==> config.mk <==
export PLATFORM = sky130hd
export DESIGN_NAME = multibyte_add_sequencer_flat
export DESIGN_NICKNAME = d
export VERILOG_FILES = /design/src/rtl/multibyte_add_sequencer_pkg.sv /design/src/rtl/multibyte_add_sequencer_if.sv /design/src/rtl/multibyte_add_sequencer_adder.sv /design/src/rtl/multibyte_add_sequencer.sv /design/src/flat_wrapper.sv
export SDC_FILE = /design/constraint.sdc
export NUM_CORES = 1
export LEC_CHECK = 0
export BUFFER_PORTS_ARGS = -buffer_cell sky130_fd_sc_hd__buf_2
export CAP_MARGIN = 0
export CORE_MARGIN = 2
export CORE_UTILIZATION = 40
export CTS_CLUSTER_DIAMETER = 150
export CTS_CLUSTER_SIZE = 16
export DETAILED_ROUTE_END_ITERATION = 8
export REMOVE_ABC_BUFFERS = 1
export SYNTH_ARGS = -nofsm -noshare
export SYNTH_HDL_FRONTEND = slang
export SYNTH_SLANG_ARGS = --single-unit
==> constraint.sdc <==
create_clock -name clk -period 4.1 [get_ports clk]
set_input_delay 0.205 -clock clk [delete_from_list [all_inputs] [get_ports clk]]
set_output_delay 0.205 -clock clk [all_outputs]
set_load 0.02 [all_outputs]
==> src/rtl/multibyte_add_sequencer_pkg.sv <==
// Shared constants and types for the byte-serial multi-precision add/subtract sequencer.
// Optional flag outputs are enabled by defining ADDSEQ_FLAGS_EN.
package addseq_pkg;

  localparam int BYTE_W     = 8;
  localparam int NBYTES_MIN = 1;
  localparam int NBYTES_MAX = 16;

  typedef enum logic [1:0] {
    IDLE = 2'd0,
    RUN  = 2'd1,
    DONE = 2'd2
  } state_e;

  // Byte counter width; a single-byte build still needs one bit.
  function automatic int cnt_width(input int nbytes);
    return (nbytes > 1) ? $clog2(nbytes) : 1;
  endfunction

endpackage

==> src/rtl/multibyte_add_sequencer_if.sv <==
// Request/response bundle between the ALU issue logic (master) and the add sequencer (slave).
// rsp_zero/rsp_ovf exist only when ADDSEQ_FLAGS_EN is defined.
interface multibyte_add_sequencer_if
  import addseq_pkg::*;
#(
  parameter int NBYTES = 4
);
  localparam int W = BYTE_W * NBYTES;

  logic         req_valid;
  logic         req_ready;
  logic [W-1:0] req_a;
  logic [W-1:0] req_b;
  logic         req_sub;
  logic         req_cin;
  logic         rsp_valid;
  logic         rsp_ready;
  logic [W-1:0] rsp_sum;
  logic         rsp_cout;
`ifdef ADDSEQ_FLAGS_EN
  logic         rsp_zero;
  logic         rsp_ovf;
`endif

  modport master (
`ifdef ADDSEQ_FLAGS_EN
    input  rsp_zero, rsp_ovf,
`endif
    output req_valid, req_a, req_b, req_sub, req_cin, rsp_ready,
    input  req_ready, rsp_valid, rsp_sum, rsp_cout
  );

  modport slave (
`ifdef ADDSEQ_FLAGS_EN
    output rsp_zero, rsp_ovf,
`endif
    input  req_valid, req_a, req_b, req_sub, req_cin, rsp_ready,
    output req_ready, rsp_valid, rsp_sum, rsp_cout
  );

endinterface

==> src/rtl/multibyte_add_sequencer_adder.sv <==
// Shared 8-bit adder with carry-in; carries are formed by full look-ahead over the byte.
module alt_carry_look_ahead_adder_cin_8
  import addseq_pkg::*;
(
  input  logic [BYTE_W-1:0] a_i,
  input  logic [BYTE_W-1:0] b_i,
  input  logic              cin_i,
  output logic [BYTE_W-1:0] sum_o,
  output logic              cout_o
);

  logic [BYTE_W-1:0] gen_d;
  logic [BYTE_W-1:0] prop_d;
  logic [BYTE_W:0]   carry_d;

  assign gen_d  = a_i & b_i;
  assign prop_d = a_i ^ b_i;

  // c[i+1] = g[i] | p[i]g[i-1] | ... | p[i..0]cin, with no ripple dependency on c[i]
  always_comb begin
    logic prop_run;
    carry_d    = '0;
    carry_d[0] = cin_i;
    prop_run   = 1'b0;
    for (int i = 0; i < BYTE_W; i++) begin
      carry_d[i+1] = gen_d[i];
      prop_run     = prop_d[i];
      for (int j = i - 1; j >= 0; j--) begin
        carry_d[i+1] = carry_d[i+1] | (prop_run & gen_d[j]);
        prop_run     = prop_run & prop_d[j];
      end
      carry_d[i+1] = carry_d[i+1] | (prop_run & cin_i);
    end
  end

  assign sum_o  = prop_d ^ carry_d[BYTE_W-1:0];
  assign cout_o = carry_d[BYTE_W];

endmodule

==> src/rtl/multibyte_add_sequencer.sv <==
// Byte-serial multi-precision add/subtract: one shared 8-bit adder stepped LSB byte first.
// Define ADDSEQ_FLAGS_EN to add the rsp_zero / rsp_ovf result flags.
module multibyte_add_sequencer
  import addseq_pkg::*;
#(
  parameter int NBYTES = 4
)
(
  input  logic                      clk,
  input  logic                      rst_n,
  multibyte_add_sequencer_if.slave  bus
);

  localparam int              CNT_W = cnt_width(NBYTES);
  localparam logic [CNT_W-1:0] LAST = CNT_W'(NBYTES - 1);

  if (NBYTES < NBYTES_MIN || NBYTES > NBYTES_MAX) begin : g_bad_nbytes
    $error("multibyte_add_sequencer: NBYTES out of range");
  end

  state_e                          state_q;
  logic [CNT_W-1:0]                cnt_q;
  logic                            carry_q;
  logic [NBYTES-1:0][BYTE_W-1:0]   a_q;
  logic [NBYTES-1:0][BYTE_W-1:0]   b_q;
  logic [NBYTES-1:0][BYTE_W-1:0]   sum_q;
  logic                            cout_q;
  logic                            req_ready_q;
  logic                            rsp_valid_q;
`ifdef ADDSEQ_FLAGS_EN
  logic                            zero_q;
  logic                            ovf_q;
`endif

  logic [BYTE_W-1:0] a_byte_d;
  logic [BYTE_W-1:0] b_byte_d;
  logic [BYTE_W-1:0] s_byte_d;
  logic              c_out_d;

  assign a_byte_d = a_q[cnt_q];
  assign b_byte_d = b_q[cnt_q];

  alt_carry_look_ahead_adder_cin_8 u_adder (
    .a_i    (a_byte_d),
    .b_i    (b_byte_d),
    .cin_i  (carry_q),
    .sum_o  (s_byte_d),
    .cout_o (c_out_d)
  );

  always_ff @(posedge clk or negedge rst_n) begin
    if (!rst_n) begin
      state_q     <= IDLE;
      cnt_q       <= '0;
      carry_q     <= 1'b0;
      a_q         <= '0;
      b_q         <= '0;
      sum_q       <= '0;
      cout_q      <= 1'b0;
      req_ready_q <= 1'b1;
      rsp_valid_q <= 1'b0;
`ifdef ADDSEQ_FLAGS_EN
      zero_q      <= 1'b0;
      ovf_q       <= 1'b0;
`endif
    end else begin
      case (state_q)
        IDLE: begin
          if (bus.req_valid && req_ready_q) begin
            // Subtract is A + ~B + 1, so B is inverted once here and the carry seeded with 1
            a_q         <= bus.req_a;
            b_q         <= bus.req_sub ? ~bus.req_b : bus.req_b;
            carry_q     <= bus.req_sub ? 1'b1 : bus.req_cin;
            cnt_q       <= '0;
            req_ready_q <= 1'b0;
            state_q     <= RUN;
`ifdef ADDSEQ_FLAGS_EN
            zero_q      <= 1'b1;
            ovf_q       <= 1'b0;
`endif
          end
        end
        RUN: begin
          sum_q[cnt_q] <= s_byte_d;
          carry_q      <= c_out_d;
          cnt_q        <= cnt_q + CNT_W'(1);
`ifdef ADDSEQ_FLAGS_EN
          zero_q       <= zero_q & (s_byte_d == '0);
`endif
          if (cnt_q == LAST) begin
            cnt_q       <= '0;
            cout_q      <= c_out_d;
            rsp_valid_q <= 1'b1;
            state_q     <= DONE;
`ifdef ADDSEQ_FLAGS_EN
            ovf_q       <= (a_byte_d[BYTE_W-1] ^ s_byte_d[BYTE_W-1]) &
                           (b_byte_d[BYTE_W-1] ^ s_byte_d[BYTE_W-1]);
`endif
          end
        end
        DONE: begin
          if (bus.rsp_ready) begin
            rsp_valid_q <= 1'b0;
            req_ready_q <= 1'b1;
            state_q     <= IDLE;
          end
        end
        default: begin
          rsp_valid_q <= 1'b0;
          req_ready_q <= 1'b1;
          state_q     <= IDLE;
        end
      endcase
    end
  end

  assign bus.req_ready = req_ready_q;
  assign bus.rsp_valid = rsp_valid_q;
  assign bus.rsp_sum   = sum_q;
  assign bus.rsp_cout  = cout_q;
`ifdef ADDSEQ_FLAGS_EN
  assign bus.rsp_zero  = zero_q;
  assign bus.rsp_ovf   = ovf_q;
`endif

endmodule

==> src/flat_wrapper.sv <==
// flat-port wrapper written by rule: the top's interface ports become plain ports
module multibyte_add_sequencer_flat import addseq_pkg::*;
#(
  parameter int NBYTES = 4
)
  (clk, rst_n, bus_req_valid, bus_req_a, bus_req_b, bus_req_sub, bus_req_cin, bus_rsp_ready, bus_req_ready, bus_rsp_valid, bus_rsp_sum, bus_rsp_cout);
  multibyte_add_sequencer_if #(.NBYTES(NBYTES)) bus_i ();
  input  logic clk;
  input  logic rst_n;
  input wire logic [$bits(bus_i.req_valid)-1:0] bus_req_valid;
  input wire logic [$bits(bus_i.req_a)-1:0] bus_req_a;
  input wire logic [$bits(bus_i.req_b)-1:0] bus_req_b;
  input wire logic [$bits(bus_i.req_sub)-1:0] bus_req_sub;
  input wire logic [$bits(bus_i.req_cin)-1:0] bus_req_cin;
  input wire logic [$bits(bus_i.rsp_ready)-1:0] bus_rsp_ready;
  output wire logic [$bits(bus_i.req_ready)-1:0] bus_req_ready;
  output wire logic [$bits(bus_i.rsp_valid)-1:0] bus_rsp_valid;
  output wire logic [$bits(bus_i.rsp_sum)-1:0] bus_rsp_sum;
  output wire logic [$bits(bus_i.rsp_cout)-1:0] bus_rsp_cout;
  assign bus_i.req_valid = bus_req_valid;
  assign bus_i.req_a = bus_req_a;
  assign bus_i.req_b = bus_req_b;
  assign bus_i.req_sub = bus_req_sub;
  assign bus_i.req_cin = bus_req_cin;
  assign bus_i.rsp_ready = bus_rsp_ready;
  assign bus_req_ready = bus_i.req_ready;
  assign bus_rsp_valid = bus_i.rsp_valid;
  assign bus_rsp_sum = bus_i.rsp_sum;
  assign bus_rsp_cout = bus_i.rsp_cout;
  multibyte_add_sequencer #(.NBYTES(NBYTES)) u_core (.clk(clk), .rst_n(rst_n), .bus(bus_i));
endmodule
==> impl_metrics.toml <==
[worst_setup_path]
crit_path_end_kind = "flip-flop"
reg2regPathDepth = 6
worstPathCellList = "mux4_2, ha_1, a21oi_1, nand3_1, nor3_1, o31ai_1"
cp-start-kind = "flip-flop"
critical_path_class = "flip-flop to flip-flop"
crit_path_max_incr_delay_ps = 910
timing.rr.start = "u_core.cnt_q[1]$_DFFE_PN0P_"
worst_ep_arrival_time_ps = 3230
rrSetupSlack_ps = 1060
r2r_end = "u_core.bus.rsp_sum[14]$_DFFE_PN0P_"
crit_slowest_cell = "dfrtp_1"
crit_path_max_fanout = 19
crit_required_ps = 4290

[drt]
first_pass_iters = 4
drtIter0Drc = 248
via_count = 4003
postRouteAntennaNets = 0
remaining_drc_errors = 0
wl_mm = 11.5
wl_per_cell_um = 14.4
vias_per_cell = 5.02

[hold_path]
hold_path_end = "u_core.a_q[22]$_DFFE_PN0P_"
min_path_type = "input pin to flip-flop"
min_from = "bus_req_a[22]"
min_path_cells = 3

[timing]
fmax_ghz = 0.329
min_period_ps = 3040
report.final.slew_viol_count = 0
setup_viol = 0
layout_setup_ws_ps = 1060
hold_viol_final = 0
worstMarginPinSlew_ps = 902
post-route-period-util = 0.742
tns_ps = 0
fin_skew_ps = 10.3
relSlewSlack = 0.399
grt_setup_unrepaired = "no"

[outcome]
status = "finished, final reports clean"

[clock_tree]
cts_tree = "built"
cts_max_level = 3
cts_root_buf = "clkbuf_16"
clockBufferDepth = 2
clk_latency_ps = 340
postCtsSetupBuffers = 0
clock_sinks = 104
cts_buffers = 9
path_clk_slew_ps = 80

[global_route]
grt_pass1_vias = 4023
grt_overflow = 0
grt_first_pass_wirelength_mm = 19.9
antenna_found_initial = 0
grt_usage = 0.173
grt_start_max_net_pins = 69

[layout]
drive_gt1_frac = 0.240
area_growth_pct = 17.8
n_antenna_cell = 0
nets = 704
final_area_mm2 = 0.00616

[floorplanning]
coreArea_mm2 = 0.0127
die_h_um = 118
num_io_pins = 105
core.rowCount = 41
dieArea_mm2 = 0.0140
initial_utilization = 0.413
dieWidth_um = 118

[placed_design]
place_area_mm2 = 0.00588
dp_hpwl_mm = 8.31
port_buffers = 104
gp_congestion = 0.793
pre_cts_ws_ps = 1110

[synthesis]
syn-cell-area_mm2 = 0.00523
synth_top_area_cell = "dfrtp_1"
ys.warnings.count = 0
synth-compound-area-share = 0.111
synthXorXnorAreaFrac = 0.0586
ys_types = 43
yosys.area_share.simple = 0.188
synth_top_cells_by_count = "155 x nand2_1, 103 x dfrtp_1, 56 x o21ai_0"
synth_edf_count = 0
synth_top_family_by_area = "simple AND/OR/NAND/NOR gates"
async_reset_ff_frac = 1.00
synth_area_leaders = "dfrtp_1 49%, nand2_1 11%, mux4_2 6.9%, o21ai_0 5.4%, xnor2_1 5.4%"
synth_fa_ha_area_frac = 0.0325
synth_ff_type = "dfrtp_1"
synth_top_area_share = 0.493
ys_ff_latch = 104
ys_seq_area_frac = 0.498
syn_avg_cell_area_um2 = 9.71
synth_mux_area_frac = 0.0746
synth.most_common_cell = "nand2_1"
synth_cells = 539

[flow_run]
drv_cap = 0

[power_and_ir_drop]
cellLeakagePower_nw = 2.96
power.total_mw = 5.03
peakVddDrop_mv = 0.279
powerDensity_mw_per_mm2 = 817
stage by stage:
step                std cells  utilization  hold slack [ps]
finish                    798        0.487             47.6
CTS                       798        0.487             41.5
floorplan                 499            -            -90.6
global route              798        0.487             42.4
global placement          781        0.464              363
detailed placement        781        0.464              372
state kept, by name (all words and copies together), names as in the netlist:
| register | flops |
|---|---|
| u_core.a_q | 32 |
| u_core.b_q | 32 |
| u_core.bus.rsp_sum | 32 |
| u_core.cnt_q | 2 |
| u_core.state_q | 2 |
| u_core.bus.req_ready | 1 |
| u_core.bus.rsp_cout | 1 |
| u_core.bus.rsp_valid | 1 |
| u_core.carry_q | 1 |
cell families (layout without fill, tap and decap cells):
family	Yosys count	count (layout)
AOI/OAI and AO/OA	95	95
xor gates and xnor gates	35	35
adders and majority gates	13	13
buffers and inverters	47	134
DFF	104	104
muxes	19	19
and+or+nand+nor	226	226
how the worst max path moves through the flow:
stage	depth (start not counted)	to	start
final	6	u_core.bus.rsp_sum[14]$_DFFE_PN0P_	u_core.cnt_q[1]$_DFFE_PN0P_
after global routing	6	u_core.bus.rsp_sum[22]$_DFFE_PN0P_	u_core.cnt_q[1]$_DFFE_PN0P_
after CTS	6	u_core.bus.rsp_sum[14]$_DFFE_PN0P_	u_core.cnt_q[1]$_DFFE_PN0P_
after detailed placement	6	u_core.bus.rsp_sum[11]$_DFFE_PN0P_	u_core.cnt_q[1]$_DFFE_PN0P_
after global placement	6	u_core.bus.rsp_sum[15]$_DFFE_PN0P_	u_core.cnt_q[1]$_DFFE_PN0P_
after floorplan	4	u_core.carry_q$_DFFE_PN0P_	u_core.bus.req_ready$_DFFE_PN1P_
critical path, delay by kind of cell (launching register included):
| family | cells | cell delay (ps) |
|---|---|---|
| compound gates | 2 | 350 |
| fa+ha+maj | 1 | 440 |
| flops | 1 | 910 |
| mux | 1 | 420 |
| simple gates | 2 | 760 |
power by group:
group / total, mW / internal [mW] / switching [mW]
clock: 0.811 / 0.418 / 0.393
sequential: 1.80 / 1.49 / 0.304
combinational: 2.43 / 0.966 / 1.46
routing by layer:
metal	track usage	share of wire	vias up
met5	0	0	-
met4	0.0429	0.0048	0
met3	0.0299	0.046	5
met2	0.275	0.47	99
met1	0.247	0.48	1904
li1	-	-	1995
cell type report:
| cell class | instances | area (um2) |
|---|---|---|
| Tap cell | 172 | 215 |
| Sequential cell | 104 | 2600 |
| Clock inverter | 7 | 52.6 |
| Timing Repair Buffer | 111 | 578 |
| Multi-Input combinational cell | 388 | 2460 |
| Inverter | 7 | 26.3 |
| Fill cell | 1252 | 6510 |
| Clock buffer | 9 | 225 |
layout by cell type, fill, tap and decap left out, types with 6 or more instances in the layout:
cell type / count
a21oi_1: 9
buf_2: 103
buf_4: 7
clkbuf_16: 9
dfrtp_1: 103
ha_1: 12
inv_1: 7
mux4_2: 16
nand2_1: 155
nand2b_1: 6
nand3_1: 14
nor2_1: 19
nor3_1: 7
o21ai_0: 56
o31ai_1: 7
or4_1: 8
xnor2_1: 32
timing repair:
item                       4_1_cts  5_1_grt
setup endpoints to repair        0        0
gates resized for setup          0        0
hold buffers                     1        0
hold endpoints to repair         4        0
Note: power is estimated with default switching activity, not from simulation.
